[config.mk]
export PLATFORM = sky130hd
export DESIGN_NAME = cache_fill_ctrl
export DESIGN_NICKNAME = d
export VERILOG_FILES = /design/src/rtl/cache_fill_ctrl.sv
export SDC_FILE = /design/constraint.sdc
export NUM_CORES = 1
export LEC_CHECK = 0
export CAP_MARGIN = 10
export CORE_AREA = 8 8 97 99
export CTS_BUF_LIST = sky130_fd_sc_hd__clkbuf_16
export DETAILED_ROUTE_END_ITERATION = 7
export DIE_AREA = 0 0 105 107
export GPL_TIMING_DRIVEN = 0
export HOLD_SLACK_MARGIN = 0.15
export PLACE_DENSITY = 0.86
export SLEW_MARGIN = 20
export SYNTH_ARGS = -nofsm -noshare
export SYNTH_HDL_FRONTEND = slang
export SYNTH_SLANG_ARGS = --single-unit
[constraint.sdc]
create_clock -name clk_i -period 2.8 [get_ports clk_i]
set_input_delay 0.7 -clock clk_i [delete_from_list [all_inputs] [get_ports clk_i]]
set_output_delay 0.7 -clock clk_i [all_outputs]
set_load 0.01 [all_outputs]
[src/rtl/cache_fill_ctrl.sv]
// Tag-compare and miss-fill controller for a 2-way, 64-set cache.
// IDLE compares tags and updates LRU on a hit.
// On a miss, FILL streams an 8-word block from memory into the victim way.
// DONE then rewrites the set's metadata. The request is re-evaluated afterwards.
module cache_fill_ctrl #(
    parameter int BLOCK_WORDS = 8
) (
    input  logic        clk_i,
    input  logic        rst_i,
    input  logic        req_valid_i,
    input  logic [15:0] req_addr_i,
    input  logic [15:0] meta_rd_i,
    output logic [63:0] meta_block_en_o,
    output logic [15:0] meta_wr_data_o,
    output logic        meta_write_o,
    output logic        meta_lru_en_o,
    output logic        data_way_o,
    output logic [7:0]  data_word_en_o,
    output logic        data_write_o,
    output logic        mem_rd_o,
    output logic [15:0] mem_addr_o,
    input  logic        mem_data_valid_i,
    input  logic [15:0] mem_data_i,
    output logic        hit_o,
    output logic        stall_o
);

    localparam logic [3:0] WORDS_C = 4'(BLOCK_WORDS);

    typedef enum logic [1:0] {
        IDLE = 2'd0,
        FILL = 2'd1,
        DONE = 2'd2
    } state_e;

    // A way matches when it is valid and its stored tag equals the request tag
    function automatic logic way_match(input logic [7:0] way_meta, input logic [5:0] tag);
        return way_meta[6] && (way_meta[5:0] == tag);
    endfunction

    // Victim choice: first invalid way, else the LRU-marked way, else way0
    function automatic logic pick_victim(input logic [15:0] meta);
        logic v;
        if (!meta[6]) begin
            v = 1'b0;
        end else if (!meta[14]) begin
            v = 1'b1;
        end else if (meta[7]) begin
            v = 1'b0;
        end else if (meta[15]) begin
            v = 1'b1;
        end else begin
            v = 1'b0;
        end
        return v;
    endfunction

    state_e      state_q, state_d;
    logic [3:0]  ic_q, ic_d;
    logic [3:0]  rc_q, rc_d;
    logic [5:0]  tag_q, tag_d;
    logic [5:0]  set_q, set_d;
    logic [15:0] meta_q, meta_d;
    logic        victim_q, victim_d;
    logic        match0_s, match1_s;

    // mem_data is routed to the data array outside this block.
    // The word offset of the request address does not affect tag lookup.
    logic unused_s;
    assign unused_s = ^{mem_data_i, req_addr_i[3:0]};

    assign match0_s = way_match(meta_rd_i[7:0], req_addr_i[15:10]);
    assign match1_s = way_match(meta_rd_i[15:8], req_addr_i[15:10]);

    // Next-state and output decode; reset forces every strobe low
    always_comb begin
        state_d         = state_q;
        ic_d            = ic_q;
        rc_d            = rc_q;
        tag_d           = tag_q;
        set_d           = set_q;
        meta_d          = meta_q;
        victim_d        = victim_q;
        hit_o           = 1'b0;
        stall_o         = 1'b0;
        mem_rd_o        = 1'b0;
        mem_addr_o      = 16'h0000;
        data_write_o    = 1'b0;
        data_word_en_o  = 8'h00;
        data_way_o      = victim_q;
        meta_write_o    = 1'b0;
        meta_lru_en_o   = 1'b0;
        meta_wr_data_o  = 16'h0000;
        meta_block_en_o = 64'd1 << set_q;

        case (state_q)
            IDLE: begin
                meta_block_en_o = 64'd1 << req_addr_i[9:4];
                if (req_valid_i && (match0_s || match1_s)) begin
                    hit_o         = 1'b1;
                    meta_lru_en_o = 1'b1;
                    if (match0_s) begin
                        meta_wr_data_o = {1'b1, meta_rd_i[14:8], 1'b0, meta_rd_i[6:0]};
                    end else begin
                        meta_wr_data_o = {1'b0, meta_rd_i[14:8], 1'b1, meta_rd_i[6:0]};
                    end
                end else if (req_valid_i) begin
                    stall_o  = 1'b1;
                    state_d  = FILL;
                    tag_d    = req_addr_i[15:10];
                    set_d    = req_addr_i[9:4];
                    meta_d   = meta_rd_i;
                    victim_d = pick_victim(meta_rd_i);
                end else begin
                    state_d = IDLE;
                end
            end
            FILL: begin
                stall_o = 1'b1;
                if (ic_q < WORDS_C) begin
                    mem_rd_o   = 1'b1;
                    mem_addr_o = {tag_q, set_q, ic_q[2:0], 1'b0};
                    ic_d       = ic_q + 4'd1;
                end else begin
                    ic_d = ic_q;
                end
                if (mem_data_valid_i && (rc_q < WORDS_C)) begin
                    data_write_o   = 1'b1;
                    data_word_en_o = 8'd1 << rc_q[2:0];
                    rc_d           = rc_q + 4'd1;
                    if (rc_q == (WORDS_C - 4'd1)) begin
                        state_d = DONE;
                    end else begin
                        state_d = FILL;
                    end
                end else begin
                    rc_d = rc_q;
                end
            end
            DONE: begin
                stall_o      = 1'b1;
                meta_write_o = 1'b1;
                if (victim_q) begin
                    meta_wr_data_o = {2'b01, tag_q, 1'b1, meta_q[6:0]};
                end else begin
                    meta_wr_data_o = {1'b1, meta_q[14:8], 2'b01, tag_q};
                end
                state_d = IDLE;
                ic_d    = 4'd0;
                rc_d    = 4'd0;
            end
            default: begin
                state_d = IDLE;
                ic_d    = 4'd0;
                rc_d    = 4'd0;
            end
        endcase

        if (rst_i) begin
            hit_o          = 1'b0;
            stall_o        = 1'b0;
            mem_rd_o       = 1'b0;
            mem_addr_o     = 16'h0000;
            data_write_o   = 1'b0;
            data_word_en_o = 8'h00;
            meta_write_o   = 1'b0;
            meta_lru_en_o  = 1'b0;
            meta_wr_data_o = 16'h0000;
        end else begin
            hit_o = hit_o;
        end
    end

    // State, counters and miss latches with synchronous reset
    always_ff @(posedge clk_i) begin
        if (rst_i) begin
            state_q  <= IDLE;
            ic_q     <= 4'd0;
            rc_q     <= 4'd0;
            tag_q    <= 6'd0;
            set_q    <= 6'd0;
            meta_q   <= 16'h0000;
            victim_q <= 1'b0;
        end else begin
            state_q  <= state_d;
            ic_q     <= ic_d;
            rc_q     <= rc_d;
            tag_q    <= tag_d;
            set_q    <= set_d;
            meta_q   <= meta_d;
            victim_q <= victim_d;
        end
    end

endmodule
# Yosys cells after proc, flatten, opt, wreduce, memory -nomap -nowiden
# Index checks and enable logic that the tools add are counted.
dict set report op_classes {
  mux 40
  n_shift 3
  eq_ne 8
  n_lt_le_gt_ge 2
  add_sub_neg 2
  n_bitwise 2
  reduce_logical 11
}
# op count
set ops {}
lappend ops {{$shl 1x6->64 const A} 2}
lappend ops {{$mux 16} 7}
lappend ops {{$mux 64} 1}
lappend ops {{$pmux 16 s2} 1}
lappend ops {{$mux 8} 3}
lappend ops {{$mux 1} 19}
lappend ops {{$pmux 4 s2} 2}
lappend ops {{$eq 6x6->1} 2}
lappend ops {{$add 4x1->4 const B} 2}
lappend ops {{$lt 4x4->1 const B} 2}
lappend ops {{$mux 4} 2}
lappend ops {{$shl 1x3->8 const A} 1}
lappend ops {{$mux 2} 3}
lappend ops {{$ne 2x2->1 const B} 3}
lappend ops {{$reduce_and 2->1} 3}
lappend ops {{$eq 4x3->1 const B} 1}
lappend ops {{$logic_and 1x1->1} 4}
lappend ops {{$pmux 2 s2} 1}
lappend ops {{$reduce_and 3->1} 1}
lappend ops {{$eq 2x1->1 const B} 1}
lappend ops {{$eq 2x2->1 const B} 1}
lappend ops {{$logic_not 2->1} 1}
lappend ops {{$not 1->1} 2}
lappend ops {{$pmux 1 s2} 1}
lappend ops {{2 further kinds} 2}
dict set report totals {
  regBits 38
  out_inout_bits 111
  elab_cells 75
}

# Depth between registers and ports, before layout
# Gate-level depths: netlist (run 1).
dict set report logic_depth {
  word_depth 7
  depth_mapped 8
}

# Worst setup path before layout (run 1)
# No wires, ideal clock.
dict set report synth_path {
  path_type {in2out}
  start {in req_addr_i[12]}
  end {out meta_lru_en_o}
  path_slack_ns -0.007
  t_arrival_ns 2.107
  required_ns 2.100
  path_stages 6
  n_path_buf 2
  cell_sequence {xor2_1 > or4_4 > a21oi_4 > buf_6 > and2_1 > buf_4}
}
dict set report synth_via {
  elab_chain_len 7
  word_cells_on_any_way 9
  classes_between {eq/ne (2); mux (3); reduce/logical (4)}
}
# item line_no
set synth_lines {}
lappend synth_lines {{start: declaration} 11} ;# input logic [15:0] req_addr_i,
lappend synth_lines {{$eq 6x6->1} 38} ;# return way_meta[6] && (way_meta[5:0] == tag);
lappend synth_lines {{$logic_and 1x1->1} 38}
lappend synth_lines {{$logic_or 1x1->1 (*)} 99} ;# if (req_valid_i && (match0_s || match1_s)) begin
lappend synth_lines {{$logic_and 1x1->1 (*)} 99}
lappend synth_lines {{$mux 1 (*) (3 in a row)} -}
lappend synth_lines {{end: declaration} 16} ;# output logic meta_lru_en_o,
# Every way passes the cells marked *; elsewhere a longest branch is shown, timed or not.

# Worst setup path in the final report (run 1)
dict set report layout_path {
  start {in meta_rd_i[9]}
  end {out meta_lru_en_o}
}
dict set report layout_via {
  elab_chain_len 7
}
# item line_no
set layout_lines {}
lappend layout_lines {{start: declaration} 12} ;# input logic [15:0] meta_rd_i,
lappend layout_lines {{$eq 6x6->1} 38}
lappend layout_lines {{$logic_and 1x1->1} 38}
lappend layout_lines {{$logic_or 1x1->1} 99}
lappend layout_lines {{$logic_and 1x1->1} 99}
lappend layout_lines {{$mux 1} 99}
lappend layout_lines {{$mux 1} 96} ;# case (state_q)
lappend layout_lines {{$mux 1} 159} ;# if (rst_i) begin
# Every way passes these cells.

==> flow_summary_export.csv, run 1 <==
group,metric,value,unit
job,maxCapViolCount,0,
die,fp.dieH,107,um
worst_hold_path,holdPathStages,2,
final_layout,design_area,0.005339,mm^2
worst_setup_path,worstPathMaxFanout,5,
placed_design,gp_congestion,0.9303,
synthesis,synth_adder_area_share,4.499,%
worst_setup_path,worstSetupEndpointType,"primary output",
global_routing,antenna_found_initial,0,
placed_design,post-place-ws,-1239,ps
sta,slew_headroom,55.68,%
global_routing,grt_pass1_vias,3914,
global_routing,grt_pass1_wl,20930,um
die,ioPinCount,163,
sta,fmax,0.3242,GHz
cts,cts_buffers,5,
global_routing,grt.overflow.total,0,
cts,clockBufferDepth,2,
synthesis,synth_nets,471,
cts,clkTransAtPathRegs,60,ps
synthesis,async_flop_share,0,%
routing,routed_wl,13940,um
synthesis,synth_warnings,0,
die,die_w,105,um
power_and_ir_drop,peakVddDrop,240.7,uV
worst_setup_path,crit_buf_inv,4,
placed_design,place_area,0.004602,mm^2
routing,first_pass_iters,5,
synthesis,yosys.area_share.xor_xnor,3.436,%
worst_setup_path,critPathMostFrequentCell,"buf_6",
sta,timing.final.hold_violations,0,
cts,cts-root-buf,"clkbuf_16",
routing,ant_nets,0,
synthesis,synth_top_family_by_area,"simple AND/OR/NAND/NOR gates",
worst_setup_path,startpoint,"meta_rd_i[9]",
worst_setup_path,crit_cells,9,
sta,slew_viol_final,0,
cts,htree_levels,2,
synthesis,synth_area,0.003059,mm^2
synthesis,synth_area_per_cell,7.498,um^2
synthesis,synth_compound_area_share,26.67,%
die,die-area,0.01124,mm^2
routing,via_count,4021,
global_routing,grt_max_degree,12,
worst_setup_path,cp-start-kind,"primary input",
worst_setup_path,crit_chain,"buf_8, xnor2_2, nand4_1, or4_4, a21oi_4, buf_6, and2_4, buf_6, buf_6",
synthesis,syn_inst,408,
final_layout,layout.cells.non_filler,699,
sta,fin_crit_sh,110.2,%
die,start_util,38.59,%
final_layout,syn_to_final_growth,74.52,%
routing,drt_iter0_drc,414,
worst_setup_path,cpPeakStageDelay,580,ps
synthesis,synth-simple-area-share,27.93,%
cts,cts_sinks,37,
sta,layout_min_cycle_time,3085,ps
worst_hold_path,hold_path_class,"flop to flop",
final_layout,fin_nets,657,
die,rows,33,
worst_setup_path,arrival,2380,ps
placed_design,dp_hpwl,9515,um
routing,wl_per_cell,19.94,um
global_routing,grt_usage,22.65,%
sta,setup-violations-final,17,
die,core-area,0.007928,mm^2
worst_setup_path,reg2regPathDepth,7,
worst_setup_path,cp.required,2100,ps
synthesis,synth_edf_count,0,
worst_setup_path,cp_slowest_cell,"or4_4",
worst_hold_path,hp-start,"meta_q[6]",
worst_setup_path,timing.rr.end,"meta_q[6]",
synthesis,ys_seq_area_share,24.21,%
power_and_ir_drop,leakagePower,2.507,nW
worst_setup_path,timing.rr.start,"state_q[1]",
worst_setup_path,r2r_setup_slack,600,ps
power_and_ir_drop,p_per_area,323.8,mW/mm^2
final_layout,n_antenna_cell,0,
sta,skew,4.429,ps
final_layout,drive_gt1_share,42.42,%
synthesis,synthFlopType,"dfxtp_1",
cts,tritoncts,"yes",
placed_design,dp.cells,654,
worst_setup_path,path_class,"primary input to primary output",
synthesis,synth-seq-cells,37,
final_layout,fillers,621,
routing,drc_errors,0,
synthesis,synthMuxAreaShare,6.708,%
sta,rsz0062_at_grt,"yes",
run_status,violations,"setup timing",
synthesis,synth_cell_types,45,
sta,layout_setup_ws,-284.7,ps
worst_setup_path,crit_family,"simple AND/OR/NAND/NOR gates",
routing,vias_per_cell,5.753,
placed_design,port_buffers,141,
cts,clk_latency,280,ps
sta,max_slew.worst_pin.slew,661.1,ps
worst_hold_path,hold_path_end,"meta_q[6]",
run_status,outcome,"complete, but fails checks",
-- through the flow --
stage / power [mW] / util, % / TNS, ps / hold slack (ps)
after CTS: 1.665 / 66.57 / -3467 / 461.8
after global placement: 1.019 / 58.05 / -70010 / 440.5
after global routing: 1.787 / 67.35 / -4370 / 483.3
after detailed placement: 1.033 / 58.05 / -74270 / 451.2
after floorplan: 0.8425 / - / 0 / 428.0
final: 1.729 / 67.35 / -3466 / 459.5
-- logic make-up (layout without fill, tap and decap cells) --
kind of cell | count (synthesis) | in the layout
simple gates | 186 | 186
compound gates | 96 | 96
buf+inv | 45 | 231
flops | 37 | 37
mux | 20 | 20
xor+xnor | 12 | 12
fa+ha+maj | 11 | 11
other cells | 1 | 1
-- state kept, by name (all words and copies together) (netlist names) --
register,cells
data_way_o,1
ic_q,4
meta_q,14
rc_q,4
set_q,6
state_q,2
tag_q,6
-- layout make-up --
class	instances	area [um^2]	area share, %
plain buffers	32	237.7	4.453
flip-flops and latches	37	745.7	13.97
multi-input cells	326	2496	46.75
inverters	10	50.05	0.9374
repair buffers	182	1541	28.87
well taps	105	131.4	2.461
clock inverters	2	11.26	0.2109
clock buffers	5	125.1	2.344
-- power by group --
group          switching (mW)  internal (mW)
Sequential             0.0344          0.558
Combinational           0.333          0.265
Clock                   0.217          0.322
Total                   0.584           1.14
-- layer usage --
layer | track usage (%) | vias to the layer above | routed length [um]
met2 | 40.86 | 249 | 7144
li1 | - | 1835 | -
met1 | 25.28 | 1888 | 5218
met4 | 9.582 | 0 | 458
met5 | 0 | - | 0
met3 | 4.799 | 49 | 1114
-- cells in the mapped netlist (2+ instances only) --
cell / count / area [um^2]
a21oi_1: 9 / 45.04
a22oi_1: 2 / 15.01
a31o_2: 25 / 219.0
a31oi_1: 6 / 37.54
a32o_1: 5 / 50.05
a32o_2: 7 / 78.83
and2_1: 19 / 118.9
and3_1: 6 / 37.54
buf_1: 2 / 7.510
buf_2: 7 / 35.03
buf_4: 3 / 22.52
clkbuf_1: 22 / 82.58
dfxtp_1: 37 / 740.7
ha_1: 11 / 137.6
inv_1: 9 / 33.78
mux2_2: 4 / 45.04
mux2i_1: 16 / 160.2
nand2_1: 31 / 116.4
nand2b_1: 5 / 31.28
nand3_1: 2 / 10.01
nand3b_1: 2 / 15.01
nand4_1: 3 / 18.77
nor2_1: 100 / 375.4
nor3_1: 8 / 40.04
nor3b_1: 2 / 15.01
nor4_2: 2 / 25.02
o211ai_1: 4 / 30.03
o21ai_0: 7 / 35.03
o311a_1: 25 / 250.2
or4_4: 2 / 22.52
xnor2_1: 6 / 52.55
xor2_1: 6 / 52.55
-- placed cells by master, fill, tap and decap left out, types with 14 or more instances in the layout --
cell	synthesis	routed
nor2_1	100	89
a31o_2	25	25
buf_6	1	24
clkdlybuf4s15_2	0	14
dlygate4sd2_1	0	41
o311a_1	25	25
buf_4	3	36
clkdlybuf4s15_1	0	15
clkbuf_2	0	26
buf_2	7	28
nand2_1	31	22
and2_1	19	18
dfxtp_1	37	35
-- worst min-delay path: stages, from the launching register on --
cell     delay, ps
dfxtp_1        310
nand2_1         50
mux2i_1         50
-- how the worst max path moves through the flow --
stage | endpoint
after detailed placement | meta_lru_en_o
final | meta_lru_en_o
after global placement | meta_lru_en_o
after CTS | meta_lru_en_o
after floorplan | meta_lru_en_o
after global routing | meta_lru_en_o
-- repair_timing --
item                                    4_1_cts  5_1_grt
gates resized for setup                     443       86
cloned                                        2        0
endpoints found under the setup margin      109       95
hold buffers                                  0        0
setup buffers                                33       13
pin swaps                                    41       23
(Power assumes the default switching activity.)
==> run 2, diff against run 1 <==
Settings changed: CAP_MARGIN 10 to default, CTS_CLUSTER_SIZE from default to 16, HOLD_SLACK_MARGIN 0.15 to 0.08.
==> results of run 2 <==
Final layout, timing and power as in run 1 (identical DEF).
==> run 3, diff against run 2 <==
Settings changed: CTS_CLUSTER_SIZE 16 to 20.
==> results of run 3 <==
Final layout, timing and power as in run 1 (identical DEF).
==> RTL edit (flow settings as in run 1) <==
Encoding of `state_e`: now one-hot (3 bits for 3 states).
--- a/src/rtl/cache_fill_ctrl.sv
+++ b/src/rtl/cache_fill_ctrl.sv
@@ -27,10 +27,10 @@
 
     localparam logic [3:0] WORDS_C = 4'(BLOCK_WORDS);
 
-    typedef enum logic [1:0] {
-        IDLE = 2'd0,
-        FILL = 2'd1,
-        DONE = 2'd2
+    typedef enum logic [2:0] {
+        IDLE = 3'b001,
+        FILL = 3'b010,
+        DONE = 3'b100
     } state_e;
 
     // A way matches when it is valid and its stored tag equals the request tag
Function: same outputs for any inputs over 4 cycles, from zero or initial values and one cycle with rst_i high; so few cycles prove little.
==> RTL edit against run 1 <==
  * The flow still finishes with violations (negative setup slack)
  * Fmax fell by 7.4%
  * Sequential power increased by 3%
  * Largest power group is now the clock network
  * Design area is 8.2% higher
  * Power is 24% higher
  * Sequential cell count up 1
  * Utilization grew 5.5 points
  * Area after synthesis shrank 6.0%
  * Synthesized cell count fell by 4.2%
  * Routed wire length is 30% higher
  * Highest routed layer unchanged
  * Largest cell class unchanged
  * Setup slack lost 0.25 ns
  * Critical endpoint is now meta_wr_data_o[12]
==> RTL edit: results (changes against run 1) <==
[outcome] run status complete, but fails checks
[outcome] failing checks negative setup slack
[final_layout] layout cells sized above 1 0.519 [+0.0945]
[placed_design] quantity of I/O buffers inserted on ports 140 [-0.71%]
[synthesis] sequential element share of the synthesized area 0.265 [+0.0225]
[grt] GR Util met1 0.269 [+0.0161]
[min_path] Worst Hold Launch meta_q[9]$_SDFFE_PP0P_
[synthesis] synthesized net count 450 [-4.5%]
[critical_path] Largest stage delay, worst path 0.54 ns [-0.04 ns]
[sta] total negative slack for setup checks -17.06 ns [-13.60 ns]
[grt] via count of the first global-routing pass 4172 [+6.6%]
[sta] setup violators final 81 [+64]
[routing] starting DRC count in detailed routing 573 [+38%]
[critical_path] origin of the critical flop-to-flop path state_q[2]$_SDFFE_PP0P_
[sta] Slew @ Worst Pin 0.821 ns [+0.160 ns]
[synthesis] synth cell count leaders sky130_fd_sc_hd__nor2_1, sky130_fd_sc_hd__dfxtp_1, sky130_fd_sc_hd__a21oi_1
[grt] first-pass GRT wire length 22800 um [+9.2%]
[critical_path] setup slack of the worst register-to-register path 0.52 ns [-0.08 ns]
[pwr] P_leak 0.00279 uW [+11%]
[pwr] switching part of the total power 0.342 [+0.00354]
[placed_design] placed instance area 4450 um2 [-3.3%]
[sta] smallest setup slack after layout -0.532 ns [-0.247 ns]
[routing] Via density 6.33 [+10%]
[final_layout] count of nets after finishing 671 [+2.1%]
[grt] met2 track demand over resource 0.432 [+0.0235]
[critical_path] CP Data Arrival Time 2.63 ns [+0.25 ns]
[synthesis] most area-consuming cells after synthesis sky130_fd_sc_hd__dfxtp_1, sky130_fd_sc_hd__nor2_1, sky130_fd_sc_hd__o31ai_1
[min_path] Hold Crit Endpoint meta_q[9]$_SDFFE_PP0P_
==> RTL edit: power by group through the flow <==
stage	sequential (uW)	combinational [uW]	clock (uW)
6_report	607	754	778
5_1_grt	607	774	786
4_1_cts	599	522	733
3_5_place_dp	608	392	0
3_3_place_gp	606	381	0
2_1_floorplan	599	230	0
==> RTL edit: logic make-up (layout without fill, tap and decap cells) <==
logic type | after synthesis | count (layout) | share of synthesized area
AND/OR/NAND/NOR | 183 | 184 | 0.319
AO/OA/AOI/OAI | 90 | 90 | 0.220
buffers and inverters | 42 | 263 | 0.0648
flip-flops | 38 | 38 | 0.265
multiplexers | 18 | 18 | 0.0631
XOR/XNOR | 12 | 12 | 0.0366
adder cells (fa/ha/maj) | 7 | 7 | 0.0305
other | 1 | 3 | 0.00130
==> RTL edit: metrics by stage <==
stage	total power (uW)	std cells	worst slack [ns]	hold slack, ns
global placement	987	636	-1.41	0.442
finish	2140	720	-0.532	0.472
floorplan	829	391	-0.105	0.430
CTS	1850	682	-0.606	0.463
detailed placement	1000	636	-1.43	0.453
global route	2170	718	-0.554	0.493
==> RTL edit: worst max-delay path by stage <==
| stage | startpoint | endpoint | slack [ns] | depth (start not counted) |
|---|---|---|---|---|
| 3_5_place_dp | meta_rd_i[12] | meta_wr_data_o[12] | -1.43 | 9 |
| 3_3_place_gp | req_addr_i[14] | meta_wr_data_o[12] | -1.41 | 9 |
| 6_report | req_addr_i[12] | meta_wr_data_o[12] | -0.53 | 10 |
| 5_1_grt | req_addr_i[14] | meta_wr_data_o[12] | -0.55 | 10 |
| 4_1_cts | req_addr_i[14] | meta_wr_data_o[14] | -0.61 | 12 |
| 2_1_floorplan | req_addr_i[12] | meta_wr_data_o[10] | -0.11 | 6 |
==> RTL edit: worst min-delay path: cells and delay by family, from the launching register on <==
family | cells | cell delay, ns
flip-flops | 1 | 0.31
AO/OA/AOI/OAI | 2 | 0.12
==> RTL edit: routing by layer <==
metal,vias up,wire (um)
li1,1846,-
met1,2095,6190
met2,456,8620
met3,159,1700
met4,0,1630
met5,-,0
==> RTL edit: timing repair <==
action / in CTS / in global routing
hold buffers: 0 / 0
pin swaps: 20 / 33
setup buffers: 38 / 44
resized for setup: 497 / 214
cloned: 2 / 0
endpoints found under the setup margin: 108 / 108
==> RTL edit: cell type report <==
type                    instances  area, um2
well taps                     105        131
plain buffers                  28        200
flip-flops and latches         38        772
fillers                       494       2150
clock buffers                   5        125
diodes                          2       5.00
multi-input cells             312       2660
clock inverters                 3       63.8
repair buffers                218       1780
inverters                       9       35.0
